<file path="src/rtl/seq_alu8.sv">
`default_nettype none
// ============================================================================
//  Module      : seq_alu8
//  Description : Sequential 8-bit ALU coprocessor. Adds, subtracts, performs
//                a signed radix-2 Booth multiply and an unsigned 16/8
//                non-restoring divide. A single 9-bit adder/subtractor is
//                shared by every operation. Operands arrive serially on a
//                16-bit bus, and the result leaves on a registered 16-bit
//                bus with a finish/overflow handshake.
//  Revision    : 1.0  initial release
// ============================================================================
module seq_alu8 (
    input  logic        clk,
    input  logic        rst,
    input  logic        start,
    input  logic [1:0]  sel,
    input  logic [15:0] inbus,
    output logic [15:0] outbus,
    output logic        finish,
    output logic        of_flag
);

    localparam logic [1:0] c_OP_ADD = 2'b00;
    localparam logic [1:0] c_OP_SUB = 2'b01;
    localparam logic [1:0] c_OP_MUL = 2'b10;
    localparam logic [1:0] c_OP_DIV = 2'b11;

    localparam logic [3:0] c_ST_IDLE   = 4'd0;
    localparam logic [3:0] c_ST_WAIT   = 4'd1;
    localparam logic [3:0] c_ST_LDM    = 4'd2;
    localparam logic [3:0] c_ST_ADDSUB = 4'd3;
    localparam logic [3:0] c_ST_ASOUT  = 4'd4;
    localparam logic [3:0] c_ST_MUL    = 4'd5;
    localparam logic [3:0] c_ST_MULOUT = 4'd6;
    localparam logic [3:0] c_ST_DIV    = 4'd7;
    localparam logic [3:0] c_ST_DIVCOR = 4'd8;
    localparam logic [3:0] c_ST_DIVOUT = 4'd9;

    logic [3:0] r_state;
    logic [3:0] w_next;
    logic [1:0] r_op;
    logic [7:0] r_a;
    logic [7:0] r_q;
    logic [7:0] r_m;
    logic       r_q1;
    logic       r_sign;   // divide: partial-remainder sign; add/sub: overflow
    logic [2:0] r_cnt;

    logic [8:0] w_add_a;
    logic [8:0] w_add_b;
    logic       w_add_sub;
    logic [8:0] w_sum;
    logic       w_cnt7;
    logic       w_first;
    logic       w_div_ovf;

    assign w_cnt7    = (r_cnt == 3'd7);
    assign w_first   = (r_cnt == 3'd0);
    // Quotient would not fit in 8 bits (also catches divide by zero)
    assign w_div_ovf = (r_a >= r_m);

    // Shared 9-bit adder/subtractor: subtract is a + ~b + 1
    assign w_sum = w_add_a + (w_add_b ^ {9{w_add_sub}}) + {8'd0, w_add_sub};

    // Select adder operands for the active state
    always_comb begin
        w_add_a   = 9'd0;
        w_add_b   = 9'd0;
        w_add_sub = 1'b0;
        case (r_state)
            c_ST_ADDSUB: begin
                w_add_a   = {r_a[7], r_a};
                w_add_b   = {r_m[7], r_m};
                w_add_sub = (r_op == c_OP_SUB);
            end
            c_ST_MUL: begin
                // Sign-extended to 9 bits so the sum never overflows
                w_add_a = {r_a[7], r_a};
                case ({r_q[0], r_q1})
                    2'b01:   w_add_b = {r_m[7], r_m};
                    2'b10: begin
                        w_add_b   = {r_m[7], r_m};
                        w_add_sub = 1'b1;
                    end
                    default: w_add_b = 9'd0;
                endcase
            end
            c_ST_DIV: begin
                // Partial remainder {sign,A,Q} shifted left by one
                w_add_a   = {r_a, r_q[7]};
                w_add_b   = {1'b0, r_m};
                w_add_sub = ~r_sign;
            end
            c_ST_DIVCOR: begin
                w_add_a = {1'b0, r_a};
                w_add_b = {1'b0, r_m};
            end
            default: ;
        endcase
    end

    // FSM state register
    always_ff @(posedge clk) begin
        if (rst) r_state <= c_ST_IDLE;
        else     r_state <= w_next;
    end

    // FSM next-state logic
    always_comb begin
        w_next = r_state;
        case (r_state)
            c_ST_IDLE:   if (start) w_next = c_ST_WAIT;
            c_ST_WAIT:   w_next = c_ST_LDM;
            c_ST_LDM: begin
                case (r_op)
                    c_OP_MUL: w_next = c_ST_MUL;
                    c_OP_DIV: w_next = c_ST_DIV;
                    default:  w_next = c_ST_ADDSUB;
                endcase
            end
            c_ST_ADDSUB: w_next = c_ST_ASOUT;
            c_ST_ASOUT:  w_next = c_ST_IDLE;
            c_ST_MUL:    if (w_cnt7) w_next = c_ST_MULOUT;
            c_ST_MULOUT: w_next = c_ST_IDLE;
            c_ST_DIV: begin
                if (w_first && w_div_ovf) w_next = c_ST_IDLE;
                else if (w_cnt7)          w_next = c_ST_DIVCOR;
            end
            c_ST_DIVCOR: w_next = c_ST_DIVOUT;
            c_ST_DIVOUT: w_next = c_ST_IDLE;
            default:     w_next = c_ST_IDLE;
        endcase
    end

    // Datapath registers and registered result/handshake outputs
    always_ff @(posedge clk) begin
        if (rst) begin
            r_op    <= 2'd0;
            r_a     <= 8'd0;
            r_q     <= 8'd0;
            r_m     <= 8'd0;
            r_q1    <= 1'b0;
            r_sign  <= 1'b0;
            r_cnt   <= 3'd0;
            outbus  <= 16'h0000;
            finish  <= 1'b0;
            of_flag <= 1'b0;
        end else begin
            case (r_state)
                c_ST_IDLE: begin
                    if (start) begin
                        r_op    <= sel;
                        r_sign  <= 1'b0;
                        outbus  <= 16'h0000;
                        finish  <= 1'b0;
                        of_flag <= 1'b0;
                        case (sel)
                            c_OP_MUL: begin
                                r_q  <= inbus[7:0];
                                r_a  <= 8'd0;
                                r_q1 <= 1'b0;
                            end
                            c_OP_DIV: begin
                                r_a <= inbus[15:8];
                                r_q <= inbus[7:0];
                            end
                            default: r_a <= inbus[7:0];
                        endcase
                    end
                end
                c_ST_LDM: begin
                    r_m   <= inbus[7:0];
                    r_cnt <= 3'd0;
                end
                c_ST_ADDSUB: begin
                    r_a    <= w_sum[7:0];
                    // Sign-extended operands: overflow when bits 8 and 7 differ
                    r_sign <= w_sum[8] ^ w_sum[7];
                end
                c_ST_ASOUT: begin
                    outbus  <= {8'h00, r_a};
                    of_flag <= r_sign;
                    finish  <= 1'b1;
                end
                c_ST_MUL: begin
                    // Arithmetic shift right of {sum,Q,Q-1}; A[7] comes from the 9-bit sign
                    r_a   <= w_sum[8:1];
                    r_q   <= {w_sum[0], r_q[7:1]};
                    r_q1  <= r_q[0];
                    r_cnt <= r_cnt + 3'd1;
                end
                c_ST_MULOUT: begin
                    outbus  <= {r_a, r_q};
                    of_flag <= 1'b0;
                    finish  <= 1'b1;
                end
                c_ST_DIV: begin
                    if (w_first && w_div_ovf) begin
                        outbus  <= 16'hFFFF;
                        of_flag <= 1'b1;
                        finish  <= 1'b1;
                    end else begin
                        r_sign <= w_sum[8];
                        r_a    <= w_sum[7:0];
                        r_q    <= {r_q[6:0], ~w_sum[8]};
                        r_cnt  <= r_cnt + 3'd1;
                    end
                end
                c_ST_DIVCOR: begin
                    // A negative final remainder is restored by adding M back
                    if (r_sign) r_a <= w_sum[7:0];
                end
                c_ST_DIVOUT: begin
                    outbus  <= {r_a, r_q};
                    of_flag <= 1'b0;
                    finish  <= 1'b1;
                end
                default: ;
            endcase
        end
    end

endmodule
`default_nettype wire

</file>
<file path="config.mk">
export PLATFORM = sky130hd
export DESIGN_NAME = seq_alu8
export DESIGN_NICKNAME = d
export VERILOG_FILES = /design/src/rtl/seq_alu8.sv
export SDC_FILE = /design/constraint.sdc
export NUM_CORES = 1
export LEC_CHECK = 0
export BUFFER_PORTS_ARGS = -buffer_cell sky130_fd_sc_hd__buf_2
export CORE_MARGIN = 3
export CORE_UTILIZATION = 45
export CTS_CLUSTER_SIZE = 8
export DETAILED_ROUTE_END_ITERATION = 6
export GPL_TIMING_DRIVEN = 0
export HOLD_SLACK_MARGIN = 0.1
export PLACE_DENSITY = 0.77
export SLEW_MARGIN = 25
export SYNTH_ARGS = -nofsm -noshare
export SYNTH_HDL_FRONTEND = slang
export SYNTH_SLANG_ARGS = --single-unit
export TNS_END_PERCENT = 50
</file>
<file path="constraint.sdc">
create_clock -name clk -period 3.7 [get_ports clk]
set_input_delay 0.74 -clock clk [delete_from_list [all_inputs] [get_ports clk]]
set_output_delay 0.74 -clock clk [all_outputs]
set_load 0.02 [all_outputs]
</file>
# After elaboration in Yosys (flattened, before gate mapping)

Index checks and enable logic that the tools add are counted.
Widths: inputs -> output; s select.

Word-level logic and storage cells: 103
Bits in registers: 53

Add/sub/neg operators: 3
Magnitude comparators: 1
Equality and inequality tests: 25
Mux-type cells: 34
Bitwise operators: 4
Reductions and logical operators: 25

Operators with widths:

| operator           | count |
|---|---|
| $pmux 16 s4        | 1 |
| $pmux 9 s3         | 2 |
| $mux 8             | 6 |
| $pmux 8 s5         | 1 |
| $mux 16            | 2 |
| $pmux 4 s7         | 1 |
| $pmux 8 s3         | 1 |
| $eq 4x3->1 const B | 4 |
| $mux 4             | 4 |
| $pmux 8 s2         | 1 |
| $reduce_and 3->1   | 5 |
| $ne 2x2->1 const B | 7 |
| $reduce_bool 3->1  | 4 |
| $eq 2x2->1 const B | 5 |
| $reduce_or 2->1    | 5 |
| $add 9x1->9        | 1 |
| $add 9x9->9        | 1 |
| $mux 9             | 1 |
| $pmux 1 s3         | 3 |
| $pmux 3 s3         | 1 |
| $xor 9x9->9        | 1 |
| $eq 4x2->1 const B | 2 |
| $eq 4x4->1 const B | 2 |
| $ge 8x8->1         | 1 |
| 21 further kinds   | 30 |

# Logic depth before layout (Yosys ltp)

Depth in word-level cells: 10
Gate-level depth with buffers: 18
Mapped depth without buffers: 17

# Worst setup path after synthesis

No wires, ideal clock.

Path kind: register to register
Start point: register r_state[2]
End point: register r_sign
Library setup time: 0.058 ns
Buffers on the path: 2
Data arrival time: 3.792 ns
Period minus slack after synthesis: 3.850 ns
Cell stages (with the launch flop): 16
Slack: -0.150 ns
Cells stage by stage: dfxtp_1 clkbuf_1 nand2_1 or3_1 clkbuf_1 o21ai_1 a22o_1 ha_1 nor2b_4 o31a_1 or4_1 a31oi_1 xnor3_1 a2111o_1 mux2i_1 or2_1

Cells in the longest elaborated chain, start to end: 8

Ends and longest elaborated chain:

| what                                     | line     | text |
|---|---|---|
| start, declared                          | 39       | `logic [3:0] r_state;` |
| start signal, assigned                   | 104      | `if (rst) r_state <= c_ST_IDLE;` |
| start signal, assigned                   | 105      | `else r_state <= w_next;` |
| $eq 4x4->1 or $eq 4x3->1 (tied branches) | 70, 149  |  |
| $reduce_or 2->1 (no source line)         | -        |  |
| $pmux 9 s3                               | 70       | `case (r_state)` |
| $xor 9x9->9                              | 63       | `assign w_sum = w_add_a + (w_add_b ^ {9{w_add_sub}}) + {8'd0, w_add_sub};` |
| $add 9x9->9                              | 63       |  |
| $add 9x1->9                              | 63       |  |
| $mux 1 or $xor 1x1->1 (tied branches)    | 198, 178 |  |
| $pmux 1 s3                               | 149      | `case (r_state)` |
| end signal, assigned                     | 178      | `r_sign <= w_sum[8] ^ w_sum[7];` |
| end signal, assigned                     | 203      | `r_sign <= w_sum[8];` |
| end, declared                            | 46       | `logic r_sign;` |

Parallel ways exist; a longest one is shown, timed or not. The select of a mux whose other input is x is not followed.
A chain may end at the register's enable or synchronous reset.

# Worst setup path after layout

Same ends and word-level chain as after synthesis.

==> results.json <==
{
  "status": "complete, no violations",
  "grt_pass1_vias": 3460,
  "startpoint_type": "register",
  "routed_via_density": 6.354,
  "cts_num_sinks": 53,
  "finalNetCount": 576,
  "portBuffers": 38,
  "holdWs_ns": 0.4572,
  "die_area_um2": 9117,
  "hold_buffers": 0,
  "drt-total-wl_mm": 12.07,
  "synth_nets": 519,
  "hpwl_mm": 8.647,
  "required_ns": 3.96,
  "worstMarginPinSlew_ns": 0.9834,
  "cts_buffers": 5,
  "critical_path_class": "reg2reg",
  "clock_path_buffers": 2,
  "clkTransAtPathRegs_ns": 0.10,
  "ioPinCount": 39,
  "synthTopCellsByArea": "dfxtp_1 (29%), a21oi_1 (7.2%), ha_1 (6.6%)",
  "drt_iter0_markers": 468,
  "maxCapViolCount": 0,
  "netlist_instances": 478,
  "ys_seq_area_share_pct": 29.44,
  "vias": 4054,
  "synth_most_common_cell": "nand2_1",
  "first_pass_iters": 6,
  "rsz0062_at_grt": "yes",
  "setup_viol": 0,
  "clk_latency_ns": 0.31,
  "dieWidth_um": 95.49,
  "start_util_pct": 46.39,
  "yosys.area.top_type": "dfxtp_1",
  "diodes": 0,
  "ys.flop_type": "dfxtp_1",
  "syn_area_um2": 3603,
  "synth.distinct_cells": 59,
  "relSlewSlack_pct": 33.88,
  "critical_path_arrival_ns": 3.93,
  "fin_area_um2": 4328,
  "drcViolationCount": 0,
  "cts_max_level": 2,
  "cts_tree": "done",
  "p_leak_uw": 0.001684,
  "hp-class": "reg2reg",
  "detail-route-antenna-nets": 0,
  "antenna_found_initial": 0,
  "synth_top_area_share_pct": 29.44,
  "ir_worst_vdd_v": 0.0001744,
  "placementRows": 32,
  "yosys-top-cells-count": "nand2_1 (57), dfxtp_1 (53), nor2_1 (53), a21oi_1 (52), o21ai_0 (24)",
  "fmax_mhz": 271.8,
  "post-route-period-util_pct": 99.44,
  "synth-edff-count": 0,
  "finalNonFillerCells": 638,
  "place_area_um2": 3929,
  "fin_tns_setup_ns": 0,
  "avgSynthCellArea_um2": 7.539,
  "powerDensity_nw_per_um2": 380.7,
  "fin_crit_ns": 3.679,
  "post_drt_wl_per_cell_um": 18.92,
  "dp.cells": 618,
  "maxSlewViolCount": 0,
  "coreArea_um2": 7767,
  "root_buffer": "clkbuf_8",
  "fin_skew_ns": 0.008823,
  "grt_max_degree": 17,
  "grt_pass1_wl_mm": 17.97,
  "grt_usage_pct": 25.67,
  "grt_overflow": 0,
  "finalHoldViolations": 0,
  "final_core_util_pct": 55.72,
  "die_y_um": 95.49,
  "gp_congestion": 1.013,
  "cp_max_fo": 10,
  "syn2layout_area_growth_pct": 20.10,
  "ys_ff_latch": 53,
  "drive_above_1_share_pct": 19.59,
  "crit_path_end_kind": "register",
  "synthArstFlopShare_pct": 0,
  "yosysWarnings": 0
}
[metrics by stage]
stage	power [uW]	setup slack, ns
global placement	1135	-0.5019
finish	1648	0.02074
floorplan	992.1	0.1002
global route	1719	-0.1102
CTS	1614	0.01084
detailed placement	1149	-0.5017
[where the power goes]
group,internal [uW],switching (uW)
Clock,269,190
Combinational,173,295
Sequential,626,94.8
[cell type report]
type                       instances  area, um2
inverter                          22      86.33
fill                             721       3440
clock inverter                     3      65.06
tap                              102      127.6
multi-input combinational        379       2490
timing repair buffer              52      295.3
clock buffer                       5      68.82
sequential                        53       1076
buffer                            22      118.9
[critical path, stage by stage (launching register included)]
cell	delay [ns]
dfxtp_4	0.39
buf_6	0.16
nand2_2	0.11
or3_4	0.44
o21ai_4	0.12
a22o_1	0.19
ha_1	0.26
nor2b_4	0.14
o31a_1	0.31
or4_1	0.41
a31oi_1	0.20
xnor3_2	0.33
a2111o_1	0.36
mux2i_1	0.11
or2_1	0.10
[cells in the final DEF, fill, tap and decap left out, types with 8 or more instances in the layout]
master,netlist,final
nand2_1,57,55
inv_1,21,18
o22ai_1,12,12
nand3_1,10,10
xnor2_1,9,8
dfxtp_1,53,47
a22oi_1,8,8
buf_4,0,15
nor2b_1,10,9
ha_1,19,18
a211oi_1,19,19
a21oi_1,52,50
o21ai_0,24,23
buf_2,0,38
a22o_1,14,14
a221oi_1,9,9
nor2_1,53,52
clkbuf_1,22,13
and3_1,9,9
[state kept, by name, indices dropped and copies added (netlist names)]
signal	count
r_q1	1
outbus	16
r_a	8
r_q	8
r_sign	1
r_m	8
r_op	2
finish	1
of_flag	1
r_state	4
r_cnt	3
[final timing paths]
path / start / end / slack [ns] / cells past startpoint
max: r_state[2]$_SDFFE_PP0P_ / r_sign$_SDFFE_PP0P_ / 0.02 / 14
min: finish$_SDFFE_PP0P_ / finish$_SDFFE_PP0P_ / 0.46 / 2
max reg2reg: r_state[2]$_SDFFE_PP0P_ / r_sign$_SDFFE_PP0P_ / 0.02 / 14
min reg2reg: finish$_SDFFE_PP0P_ / finish$_SDFFE_PP0P_ / 0.46 / 2
[layer usage]
metal,wire [um],vias up,global-route usage [%]
met2,5578,236,41.98
met4,415,0,7.701
met1,4981,1914,35.33
li1,-,1862,-
met5,0,-,0
met3,1092,42,3.157
[cells by family after synthesis]
kind of cell	after synthesis	share of synthesized area, %
multiplexers	5	1.389
adder cells (fa/ha/maj)	20	7.153
AND/OR/NAND/NOR	172	22.43
AO/OA/AOI/OAI	168	31.01
buffers and inverters	46	4.792
flip-flops	53	29.44
XOR/XNOR	14	3.785
[repair_timing]
item | 4_1_cts | 5_1_grt
setup buffers | 6 | 8
gates resized for setup | 26 | 34
endpoints found under the setup margin | 3 | 3
pin swaps | 7 | 10
Note: power is estimated with default switching activity, not from simulation.
